File: src/rtl/alu_result_collector.sv
// alu_result_collector: gathers a burst of ALU results and presents a
// registered summary (sum, count, opcode mask, carry-out flag) through a
// valid/ready handshake. A burst closes when BURST results have been taken
// or when flush arrives with at least one result collected.
module alu_result_collector #(
  parameter int BURST = 4,
  parameter int ACC_W = 8
) (
  input  logic             clk,
  input  logic             rst,
  input  logic             in_valid,
  output logic             in_ready,
  input  logic [1:0]       in_code,
  input  logic [4:0]       in_res,
  input  logic             flush,
  output logic             out_valid,
  input  logic             out_ready,
  output logic [ACC_W-1:0] out_sum,
  output logic [3:0]       out_cnt,
  output logic [3:0]       out_mask,
  output logic             out_ovf
);

  typedef enum logic {
    S_ACCUM = 1'b0,
    S_DONE  = 1'b1
  } state_t;

  localparam logic [3:0] CNT_LAST = 4'(BURST);

  state_t           r_state;
  logic             r_in_ready;
  logic             r_out_valid;
  logic [ACC_W-1:0] r_acc;
  logic [3:0]       r_cnt;
  logic [3:0]       r_mask;
  logic             r_ovf;

  logic             w_accept;
  logic [ACC_W:0]   w_sum;
  logic [3:0]       w_cnt_nxt;
  logic             w_last;
  logic             w_flush_go;

  // The extra top bit of the widened sum is the carry out of the accumulator.
  assign w_accept   = in_valid && r_in_ready;
  assign w_sum      = {1'b0, r_acc} + {{(ACC_W-4){1'b0}}, in_res};
  assign w_cnt_nxt  = r_cnt + 4'd1;
  assign w_last     = w_accept && (w_cnt_nxt == CNT_LAST);
  // An empty flush is dropped so no zero-length summary is ever produced.
  assign w_flush_go = flush && ((r_cnt != 4'd0) || w_accept);

  // Collector FSM: accumulate beats in ACCUM, hold the summary in DONE until taken.
  always_ff @(posedge clk) begin
    if (rst) begin
      r_state     <= S_ACCUM;
      r_in_ready  <= 1'b1;
      r_out_valid <= 1'b0;
      r_acc       <= '0;
      r_cnt       <= '0;
      r_mask      <= '0;
      r_ovf       <= 1'b0;
    end else begin
      case (r_state)
        S_ACCUM: begin
          if (w_accept) begin
            r_acc          <= w_sum[ACC_W-1:0];
            r_cnt          <= w_cnt_nxt;
            r_mask[in_code] <= 1'b1;
            r_ovf          <= r_ovf | w_sum[ACC_W];
          end
          if (w_last || w_flush_go) begin
            r_state     <= S_DONE;
            r_in_ready  <= 1'b0;
            r_out_valid <= 1'b1;
          end
        end
        S_DONE: begin
          // Inputs and flush are ignored here; only the consumer can release us.
          if (out_ready) begin
            r_state     <= S_ACCUM;
            r_in_ready  <= 1'b1;
            r_out_valid <= 1'b0;
            r_acc       <= '0;
            r_cnt       <= '0;
            r_mask      <= '0;
            r_ovf       <= 1'b0;
          end
        end
        default: begin
          r_state     <= S_ACCUM;
          r_in_ready  <= 1'b1;
          r_out_valid <= 1'b0;
        end
      endcase
    end
  end

  assign in_ready  = r_in_ready;
  assign out_valid = r_out_valid;
  assign out_sum   = r_acc;
  assign out_cnt   = r_cnt;
  assign out_mask  = r_mask;
  assign out_ovf   = r_ovf;

endmodule

File: config.mk
export PLATFORM = sky130hd
export DESIGN_NAME = alu_result_collector
export DESIGN_NICKNAME = d
export VERILOG_FILES = /design/src/rtl/alu_result_collector.sv
export SDC_FILE = /design/constraint.sdc
export NUM_CORES = 1
export LEC_CHECK = 0
export ABC_AREA = 1
export CORE_MARGIN = 10
export CORE_UTILIZATION = 25
export CTS_BUF_LIST = sky130_fd_sc_hd__clkbuf_2 sky130_fd_sc_hd__clkbuf_4 sky130_fd_sc_hd__clkbuf_8
export CTS_CLUSTER_DIAMETER = 40
export CTS_CLUSTER_SIZE = 28
export DETAILED_ROUTE_END_ITERATION = 12
export GPL_TIMING_DRIVEN = 0
export HOLD_SLACK_MARGIN = 0.06
export SETUP_SLACK_MARGIN = 0.1
export SYNTH_ARGS = -nofsm -noshare
export SYNTH_HDL_FRONTEND = slang
export SYNTH_SLANG_ARGS = --single-unit
File: constraint.sdc
create_clock -name clk -period 2.14 [get_ports clk]
set_clock_uncertainty 0.15 [all_clocks]
set_input_delay 0.428 -clock clk [delete_from_list [all_inputs] [get_ports clk]]
set_output_delay 0.428 -clock clk [all_outputs]
set_load 0.005 [all_outputs]
# After elaboration in Yosys (flattened, before gate mapping)
# Index checks and enable logic that the tools add are counted.
# W data, S select, Z words.
[totals]
register_bits = 20
input_bits = 12
out_inout_bits = 19
elab_cells = 48
[classes]
add_sub_neg = 2
n_lt_le_gt_ge = 2
n_eq_ne = 4
n_mux = 21
bitwise = 3
n_reduce_logical = 9
[op_table]
columns = ["operator", "count"]
rows = [
  ["$mux W8", 2],
  ["$pmux W4 S2", 2],
  ["$pmux W8 S2", 1],
  ["$mux W4", 3],
  ["$add A8 B5 Y9", 1],
  ["$mux W1", 8],
  ["$pmux W1 S2", 4],
  ["$ne A2 B2 Y1 const B", 3],
  ["$add A4 B1 Y4 const B", 1],
  ["$eq A4 B3 Y1 const B", 1],
  ["$logic_and A1 B1 Y1", 4],
  ["$or A4 B4 Y4", 1],
  ["$reduce_and A2 Y1", 2],
  ["$reduce_bool A4 Y1", 1],
  ["$lt A2 B3 Y1 const B", 1],
  ["$demux W1 S2", 1],
  ["$ge A2 B1 Y1 const B", 1],
  ["$logic_or A1 B1 Y1", 2],
  ["$not A1 Y1", 1],
  ["$or A1 B1 Y1", 1],
]

# Depth between registers and ports, before layout
# Gate-level depths: netlist (run 1).
[depth]
word_depth = 7
depth_mapped = 9
ltp_nobuf = 9

# Worst setup path after synthesis (run 1)
# OpenSTA, ideal clock, no wires.
[synth_path]
kind = "input to register"
from = "input port in_res[0]"
to = "register r_acc[6], in the netlist out_sum[6]"
setup_ns = 0.115
arrival_time_ns = 1.394
t_required_ns = 1.875
slack_ns = 0.481
cell_stages = 6
n_path_buf = 0
cell_sequence = "ha_1 -> fa_1 -> nand2_1 -> nand3_2 -> a21oi_1 -> nor2_1"
[synth_between]
elab_chain_cells = 3
[synth_rtl]
columns = ["item", "line_no", "text"]
rows = [
  ["from (decl)", "14", "input logic [4:0] in_res,"],
  ["$add A8 B5 Y9", "47", "assign w_sum = {1'b0, r_acc} + {{(ACC_W-4){1'b0}}, in_res};"],
  ["$mux W8", "66", "if (w_accept) begin"],
  ["$pmux W8 S2", "64", "case (r_state)"],
  ["to (signal assigned)", "67", "r_acc <= w_sum[ACC_W-1:0];"],
  ["to (decl)", "34", "logic [ACC_W-1:0] r_acc;"],
]
# No other way between the ends. The select of a mux whose other input is x is not followed.
# A chain may end at the register's enable or synchronous reset.

# Worst setup path in the final report (run 1)
# Same ends and word-level chain as after synthesis.

==> results of run 1 <==
## power by group through the flow
stage	registers (mW)	clock network (mW)	logic, mW
6_report	0.435	0.239	0.287
3_5_place_dp	0.444	0	0.291
3_3_place_gp	0.443	0	0.292
2_1_floorplan	0.441	0	0.173
5_1_grt	0.440	0.267	0.326
4_1_cts	0.435	0.253	0.293
## Yosys cell counts (all sizes together)
master / number / area share
nand4: 1 / 0.0056
nand3: 10 / 0.059
clkbuf: 1 / 0.0034
o21ai: 2 / 0.0090
xor2: 3 / 0.024
inv: 20 / 0.077
ha: 7 / 0.079
a211oi: 1 / 0.011
nor2: 17 / 0.086
o21a: 1 / 0.0068
nand3b: 2 / 0.014
a21oi: 12 / 0.054
fa: 1 / 0.018
buf: 1 / 0.010
dfxtp: 20 / 0.36
a31oi: 4 / 0.023
nand2: 45 / 0.16
## logic make-up after synthesis
logic type / synth area share
and+or+nand+nor: 0.325
xor gates and xnor gates: 0.0237
AOI/OAI and AO/OA: 0.104
adders and majority gates: 0.0970
buffers and inverters: 0.0902
DFF: 0.361
## stage by stage
step / instances / area (µm²) / power [mW] / TNS (ps)
2_1_floorplan: 148 / 1110 / 0.614 / 0
3_3_place_gp: 230 / 1480 / 0.735 / -75.5
3_5_place_dp: 230 / 1480 / 0.734 / -74.6
4_1_cts: 233 / 1520 / 0.982 / 0
5_1_grt: 233 / 1520 / 1.03 / 0
6_report: 233 / 1520 / 0.960 / 0
## critical path: stages
cell	delay, ps
clkdlybuf4s50_1	400
ha_1	240
fa_1	440
nand2_1	110
nand3_2	100
a21oi_1	140
nor2_1	50
## worst min path at each step
stage / start / slack [ps] / depth (start not counted) / to
floorplan: out_valid$_SDFFE_PP0P_ / 300 / 2 / out_valid$_SDFFE_PP0P_
global placement: out_ovf$_SDFFE_PP0P_ / 290 / 2 / out_ovf$_SDFFE_PP0P_
detailed placement: out_ovf$_SDFFE_PP0P_ / 300 / 2 / out_ovf$_SDFFE_PP0P_
CTS: out_ovf$_SDFFE_PP0P_ / 310 / 2 / out_ovf$_SDFFE_PP0P_
global route: out_ovf$_SDFFE_PP0P_ / 330 / 2 / out_ovf$_SDFFE_PP0P_
finish: out_ovf$_SDFFE_PP0P_ / 300 / 2 / out_ovf$_SDFFE_PP0P_
## area by class of cell
cell class / count / area [µm²] / area share
Tap cell: 52 / 65.1 / 0.0429
Timing Repair Buffer: 30 / 300 / 0.198
Buffer: 2 / 15.0 / 0.00990
Multi-Input combinational cell: 106 / 609 / 0.402
Sequential cell: 20 / 400 / 0.264
Clock buffer: 3 / 41.3 / 0.0272
Inverter: 20 / 85.1 / 0.0561
## flip-flops by register name, indices dropped and copies added (netlist names)
| register | count |
|---|---|
| in_ready | 1 |
| r_state | 1 |
| out_ovf | 1 |
| out_mask | 4 |
| out_cnt | 4 |
| out_sum | 8 |
| out_valid | 1 |
## layer usage
layer / share of wire / vias to the layer above / wire (µm)
met5: 0 / - / 0
met4: 0.0074 / 0 / 19
met3: 0.073 / 2 / 186
met2: 0.46 / 15 / 1180
met1: 0.46 / 422 / 1170
li1: - / 539 / -
## cell usage in the layout (no fill, tap or decap), types with 3 or more instances in the layout
cell,count
nand2_1,43
clkdlybuf4s50_1,30
dfxtp_1,20
inv_1,18
nor2_1,12
a21oi_1,12
nand3_1,7
ha_1,7
a31oi_1,4
nor2_2,3
xor2_1,3
nand3_2,3
clkbuf_8,3
==> results.cfg, run 1 <==
[outcome]
status = finished, final reports clean

[synthesis]
postSynthNetCount = 168
yosysWarnings = 0
synth_area_mm2 = 0.00111
syn_inst = 148
ys_seq_elements = 20
synth_cell_types = 25
yosysSeqAreaShare = 0.361
syn_area_per_cell_um2 = 7.50

[setup_path]
worstSetupEndpointType = register
cp_max_fo = 3
r2r-start = out_sum[0]$_SDFFE_PP0P_
worst-setup-path-type = in -> reg
endpoint = out_sum[6]$_SDFFE_PP0P_
startpoint = in_res[0]
reg2reg_to = out_sum[6]$_SDFFE_PP0P_
worst-r2r-cell-count = 6
worstPathRequired_ps = 2140
startpoint_type = input pin
reg2reg_slack_ps = 510
cp_data_arrival_time_ps = 1900

[placement]
io_buffers = 30
finalWeightedCongestion = 0.716
dpl.hpwl_um = 2010
post-place-ws_ps = -48.6

[final_layout]
area_growth_pct = 36.6
drive_above_1_share = 0.0939
finalNetCount = 203
nFillCells = 490
n_antenna_cell = 0
fin_util = 0.351

[global_route]
use_met2 = 0.108
grt_max_degree = 11
grt_overflow = 0
grt_pass1_wl_um = 4360
grt_util_met3 = 0.0263
grt_pass1_vias = 941
grt_usage = 0.0700
grt_antenna_before_repair = 0
grt-busiest-layer = met2
use_met1 = 0.0844

[hold_path]
worst_hold_path_type = reg -> reg

[timing]
period_minus_slack_ps = 1900
fin_ws_ps = 235
holdWs_ps = 303
fmax_mhz = 525
setup_viol = 0
slew_headroom = 0.679
rsz0062_at_grt = no
worst_pin_slew_ps = 481
period_share = 0.890
finalMaxSlewViolations = 0
hold_violations = 0

[cts]
hold_buffers = 0
ctsHtreeMaxLevel = 1
cts_sinks = 20
clk_latency_ps = 250
ctsResizeCount = 0
clockBufferDepth = 2
cts_tree = built
cts_root_buf = clkbuf_8
cts_made_buffers = 3
clk_pin_slew_worst_paths_ps = 70
post_cts_buffers = 0

[power]
p_clk_frac = 0.248
power_density_mw_per_mm2 = 633
ir_worst_vdd_uv = 347
netSwitchingFraction = 0.303
comb_power_share = 0.299
p_int_mw = 0.670
p_switching_mw = 0.291
power_frac_seq = 0.453
power.leakage_nw = 0.673

[drt]
remaining_drc_errors = 0
vias = 978
routed_via_density = 4.20
routed_wl_um = 2550
wl_per_cell_um = 11.0
first_pass_iters = 4
drt_iter0_drc = 33
antenna_left = 0

[job]
drv_cap = 0

[floorplan]
core_mm2 = 0.00432
io_pins = 31
start_util = 0.257
die_h_um = 86.6
die_area_mm2 = 0.00750
rows = 24
die_width_um = 86.6
Power figures use the tool's default switching activity.
==> inputs of run 2 (changes only) <==
- SETUP_SLACK_MARGIN: 0.1 -> 0.3
==> run 2 against run 1 <==
  * Routed wire length increased by 1.9%
  * Combinational power increased by 3%
  * Design area increased by 2.1%
  * Via count is 1.5% higher
  * Hold slack gained 0.73 ps
  * Die area unchanged
  * Count of clock-buffer cells in the layout unchanged
  * Setup slack better by 110 ps
  * Critical endpoint is now out_sum[6]
  * Largest cell class unchanged
  * Highest routed layer unchanged
==> results.cfg, run 2 (same netlist as run 1, synthesis figures left out) <==
[outcome]
status = finished, final reports clean

[timing]
fin_ws_ps = 342
slew_headroom = 0.663
worst_pin_slew_ps = 506
finalMaxSlewViolations = 0
rsz0062_at_grt = yes
period_minus_slack_ps = 1800
hold_violations = 0
setup_viol = 0
setup_tns_ps = 0
fmax_mhz = 556
period_share = 0.840

[global_route]
grt_max_degree = 11
grt_pass1_wl_um = 4350
grt_antenna_before_repair = 0
grt_usage = 0.0698
grt_overflow = 0
grt_pass1_vias = 940

[drt]
wl_per_cell_um = 11.1
routed_via_density = 4.24
first_pass_iters = 4
remaining_drc_errors = 0
drt_iter0_drc = 34
vias = 993
antenna_left = 0
routed_wl_um = 2600

[setup_path]
worst-setup-path-type = reg -> out
worstSetupEndpointType = output port
crit_buf_inv = 1
cp_max_fo = 5
crit_slowest_cell = clkdlybuf4s50_1
r2r-start = out_sum[0]$_SDFFE_PP0P_
cp_data_arrival_time_ps = 1220
crit_path_cell_trace = clkdlybuf4s50_1
reg2reg_slack_ps = 560
startpoint_type = register
cpPeakStageDelay_ps = 550
reg2reg_to = out_sum[6]$_SDFFE_PP0P_
critPathTopFamily = buffers and inverters
worst-r2r-cell-count = 6
worstPathRequired_ps = 1560

[final_layout]
drive_above_1_share = 0.143
mostFrequentLayoutCell = nand2_1
largest_register_ffs = 8
finalNetCount = 204
fin_cells = 234
final_cell_mix = 43 x nand2_1, 29 x clkdlybuf4s50_1, 18 x inv_1, 18 x dfxtp_1, 12 x nor2_1
area_growth_pct = 39.5
fin_util = 0.358
n_antenna_cell = 0

[cts]
ctsHtreeMaxLevel = 1
cts_sinks = 20
cts_tree = built
cts_made_buffers = 3
clockBufferDepth = 2
clk_latency_ps = 250
clk_pin_slew_worst_paths_ps = 70
cts_root_buf = clkbuf_8

[power]
power.leakage_nw = 0.681
ir_worst_vdd_uv = 347
power_mw = 0.970
power_density_mw_per_mm2 = 627

[floorplan]
io_pins = 31
die_width_um = 86.6
rows = 24
core_mm2 = 0.00432
start_util = 0.257
die_area_mm2 = 0.00750
die_h_um = 86.6

[hold_path]
worst_hold_path_type = reg -> reg
worstHoldEndpoint = out_ovf$_SDFFE_PP0P_
hold_path_startpoint = out_ovf$_SDFFE_PP0P_
min_path_cells = 2

[placement]
placedCellCount = 230
post-place-ws_ps = -48.6
dpl.hpwl_um = 2010
io_buffers = 30
finalWeightedCongestion = 0.716

[job]
drv_cap = 0
run 2: changes by cell type in the layout (fill, tap and decap cells not counted):
cell | previous run | this run
nand3_2 | 3 | 4
dlymetal6s2s_1 | 0 | 1
clkdlybuf4s50_1 | 30 | 29
dfxtp_2 | 0 | 2
nand3_1 | 7 | 6
fa_1 | 1 | 0
a21oi_1 | 12 | 11
ha_2 | 0 | 3
buf_4 | 0 | 1
a21oi_2 | 0 | 1
fa_2 | 0 | 1
ha_1 | 7 | 4
dfxtp_1 | 20 | 18
run 2: where the power goes:
| group | switching, mW | internal (mW) |
|---|---|---|
| sequential | 0.0315 | 0.405 |
| clock | 0.114 | 0.125 |
| combinational | 0.149 | 0.145 |
| total | 0.295 | 0.675 |
run 2: repair_timing:
action                                  in CTS  in global routing
pin swaps                                    0                  3
resized for setup                            2                  7
buffers inserted                             0                  1
hold buffers                                 0                  0
endpoints found under the setup margin       5                  6
run 2: area by class of cell:
| type | instances | area (µm²) |
|---|---|---|
| fillers | 486 | 2780 |
| multi-input cells | 106 | 628 |
| flip-flops and latches | 20 | 403 |
| repair buffers | 31 | 310 |
| inverters | 20 | 85.1 |
| well taps | 52 | 65.1 |
| clock buffers | 3 | 41.3 |
| plain buffers | 2 | 15.0 |
run 2: worst max-delay path by stage:
| stage | start | endpoint | slack (ps) | depth (start not counted) |
|---|---|---|---|---|
| after floorplan | in_res[0] | out_sum[6]$_SDFFE_PP0P_ | 480 | 6 |
| after global placement | in_res[0] | out_sum[6]$_SDFFE_PP0P_ | -50 | 7 |
| after detailed placement | in_res[0] | out_sum[6]$_SDFFE_PP0P_ | -50 | 7 |
| after CTS | in_res[0] | out_sum[6]$_SDFFE_PP0P_ | 300 | 7 |
| after global routing | in_res[4] | out_sum[5]$_SDFFE_PP0P_ | 280 | 8 |
| final | out_sum[6]$_SDFFE_PP0P_ | out_sum[6] | 340 | 1 |
run 2: worst min-delay path: cells and delay by family, from the launching register on:
family	cells	cell delay [ps]
compound gates	1	50
buf+inv	1	50
flops	1	310
run 2: routing by layer:
layer  wire length (µm)  up-vias  GRT usage  share of wire
li1                   -      541          -              -
met1               1190      435     0.0838           0.46
met2               1210       15      0.108           0.46
met3                186        2     0.0263          0.071
met4                 19        0     0.0309         0.0073
met5                  0        -          0              0
run 2: through the flow:
stage                     hold WS [ps]  instance area [µm²]
after floorplan                    296                 1110
after global placement             293                 1480
after global routing               335                 1550
after CTS                          308                 1520
final                              304                 1550
after detailed placement           296                 1480
==> inputs of run 3 (changes only) <==
- clock period: 2.14 -> 1.75 ns (I/O delays scaled with it)
==> run 3 against run 2 <==
  * Non-clock buffer count increased by 9
  * Sequential cell count unchanged
  * Design area grew 11%
  * Clock power rose by 21%
  * Sequential power rose by 24%
  * Global-route usage grew 0.21 points
  * Routed wire length is 7.0% higher
  * Setup slack lost 120 ps
  * Via count increased by 6.9%
  * Critical path depth rose by 5
  * Count of clock-buffer cells in the layout unchanged
  * Highest routed layer unchanged
==> results.cfg, run 3 (same netlist as run 1, synthesis figures left out) <==
[global_route]
grt_overflow = 0
grt_usage = 0.0719
grt_pass1_vias = 1029
grt_max_degree = 11
grt_antenna_before_repair = 0
grt_pass1_wl_um = 4470

[cts]
clk_latency_ps = 250
clk_pin_slew_worst_paths_ps = 70
cts_sinks = 20
clockBufferDepth = 2
cts_tree = built
cts_root_buf = clkbuf_8
cts_made_buffers = 3
ctsHtreeMaxLevel = 1

[placement]
dpl.hpwl_um = 2020
post_dp_cell_area_mm2 = 0.00149
post-place-ws_ps = -320
finalWeightedCongestion = 0.744
io_buffers = 30

[timing]
period_minus_slack_ps = 1520
worst_pin_slew_ps = 258
hold_violations = 0
setup_viol = 0
fmax_mhz = 656
finalMaxSlewViolations = 0
rsz0062_at_grt = yes
slew_headroom = 0.828
setup_tns_ps = 0
period_share = 0.871
fin_ws_ps = 226
holdWs_ps = 298

[setup_path]
cpPeakStageDelay_ps = 400
worstSetupEndpointType = register
crit_path_cell_trace = ha_4 -> fa_2 -> nand2_2 -> nand3_4 -> a21oi_2 -> nor2_1
crit_slowest_cell = fa_2
cp_data_arrival_time_ps = 1520
cp_max_fo = 3
r2r-start = out_sum[0]$_SDFFE_PP0P_
startpoint = out_sum[0]$_SDFFE_PP0P_
crit_buf_inv = 0
critPathTopFamily = adder cells
startpoint_type = register
worstPathRequired_ps = 1750
worst-setup-path-type = reg -> reg

[floorplan]
start_util = 0.257
core_mm2 = 0.00432
die_h_um = 86.6
die_width_um = 86.6
io_pins = 31
rows = 24
die_area_mm2 = 0.00750

[power]
p_clk_frac = 0.227
power.leakage_nw = 0.829
ir_worst_vdd_uv = 379
netSwitchingFraction = 0.309
power_frac_seq = 0.427
power_density_mw_per_mm2 = 737
p_int_mw = 0.874
p_switching_mw = 0.392
comb_power_share = 0.346

[job]
drv_cap = 0

[final_layout]
fin_util = 0.397
area_growth_pct = 54.7
drive_above_1_share = 0.309
finalNetCount = 213
n_antenna_cell = 0
mostFrequentLayoutCell = nand2_1
final_cell_mix = 35 x nand2_1, 23 x dlygate4sd2_1, 18 x inv_1, 11 x nor2_1
largest_register_ffs = 8
design_area_mm2 = 0.00172

[drt]
wl_met1_um = 1360
routed_via_density = 4.37
drt_iter0_drc = 21
wl_per_cell_um = 11.5
first_pass_iters = 4
antenna_left = 0
remaining_drc_errors = 0
top_layer = met4
dr_wl_met2_um = 1270
routed_wl_um = 2790
route.met3.wl_um = 127
vias = 1062

[hold_path]
hold_path_startpoint = out_ovf$_SDFFE_PP0P_
worst_hold_path_type = reg -> reg

[outcome]
status = finished, final reports clean
[run 3: timing repair]
item / CTS / global route
pin swaps: 6 / 14
cloned: 0 / 1
hold endpoints to repair: 0 / 0
gates resized for setup: 50 / 14
setup buffers: 7 / 2
endpoints found under the setup margin: 29 / 14
hold buffers: 0 / 0
[run 3: per-stage QoR]
step	instances	power, mW
floorplan	148	0.756
global placement	230	0.906
detailed placement	230	0.906
CTS	240	1.25
global route	243	1.36
finish	243	1.27
[run 3: layout make-up]
type | instances | area, µm²
timing repair buffer | 40 | 363
fill | 456 | 2610
multi-input combinational | 106 | 718
buffer | 2 | 16.3
clock buffer | 3 | 41.3
tap | 52 | 65.1
sequential | 20 | 428
inverter | 20 | 85.1
[run 3: tightest hold or removal path: stages (launching register included)]
cell     delay [ps]
dfxtp_1         310
inv_1            40
a21oi_1          50
[run 3: path summary, 6_finish.rpt]
check                                 end  slack (ps)  cells past startpoint
hold / removal       out_ovf$_SDFFE_PP0P_         300                      2
setup reg to reg  out_sum[6]$_SDFFE_PP0P_         230                      6
hold reg to reg      out_ovf$_SDFFE_PP0P_         300                      2
setup / recovery  out_sum[6]$_SDFFE_PP0P_         230                      6
[run 3: layer usage]
metal / track usage / vias up
li1: - / 561
met1: 0.0838 / 477
met2: 0.121 / 20
met3: 0.0206 / 4
met4: 0.0265 / 0
met5: 0 / -
[run 3: power groups by stage]
| stage | Clock, mW | Sequential (mW) | Combinational [mW] |
|---|---|---|---|
| floorplan | 0 | 0.541 | 0.215 |
| global placement | 0 | 0.545 | 0.361 |
| detailed placement | 0 | 0.545 | 0.362 |
| CTS | 0.305 | 0.541 | 0.408 |
| global route | 0.327 | 0.547 | 0.489 |
| finish | 0.288 | 0.541 | 0.438 |
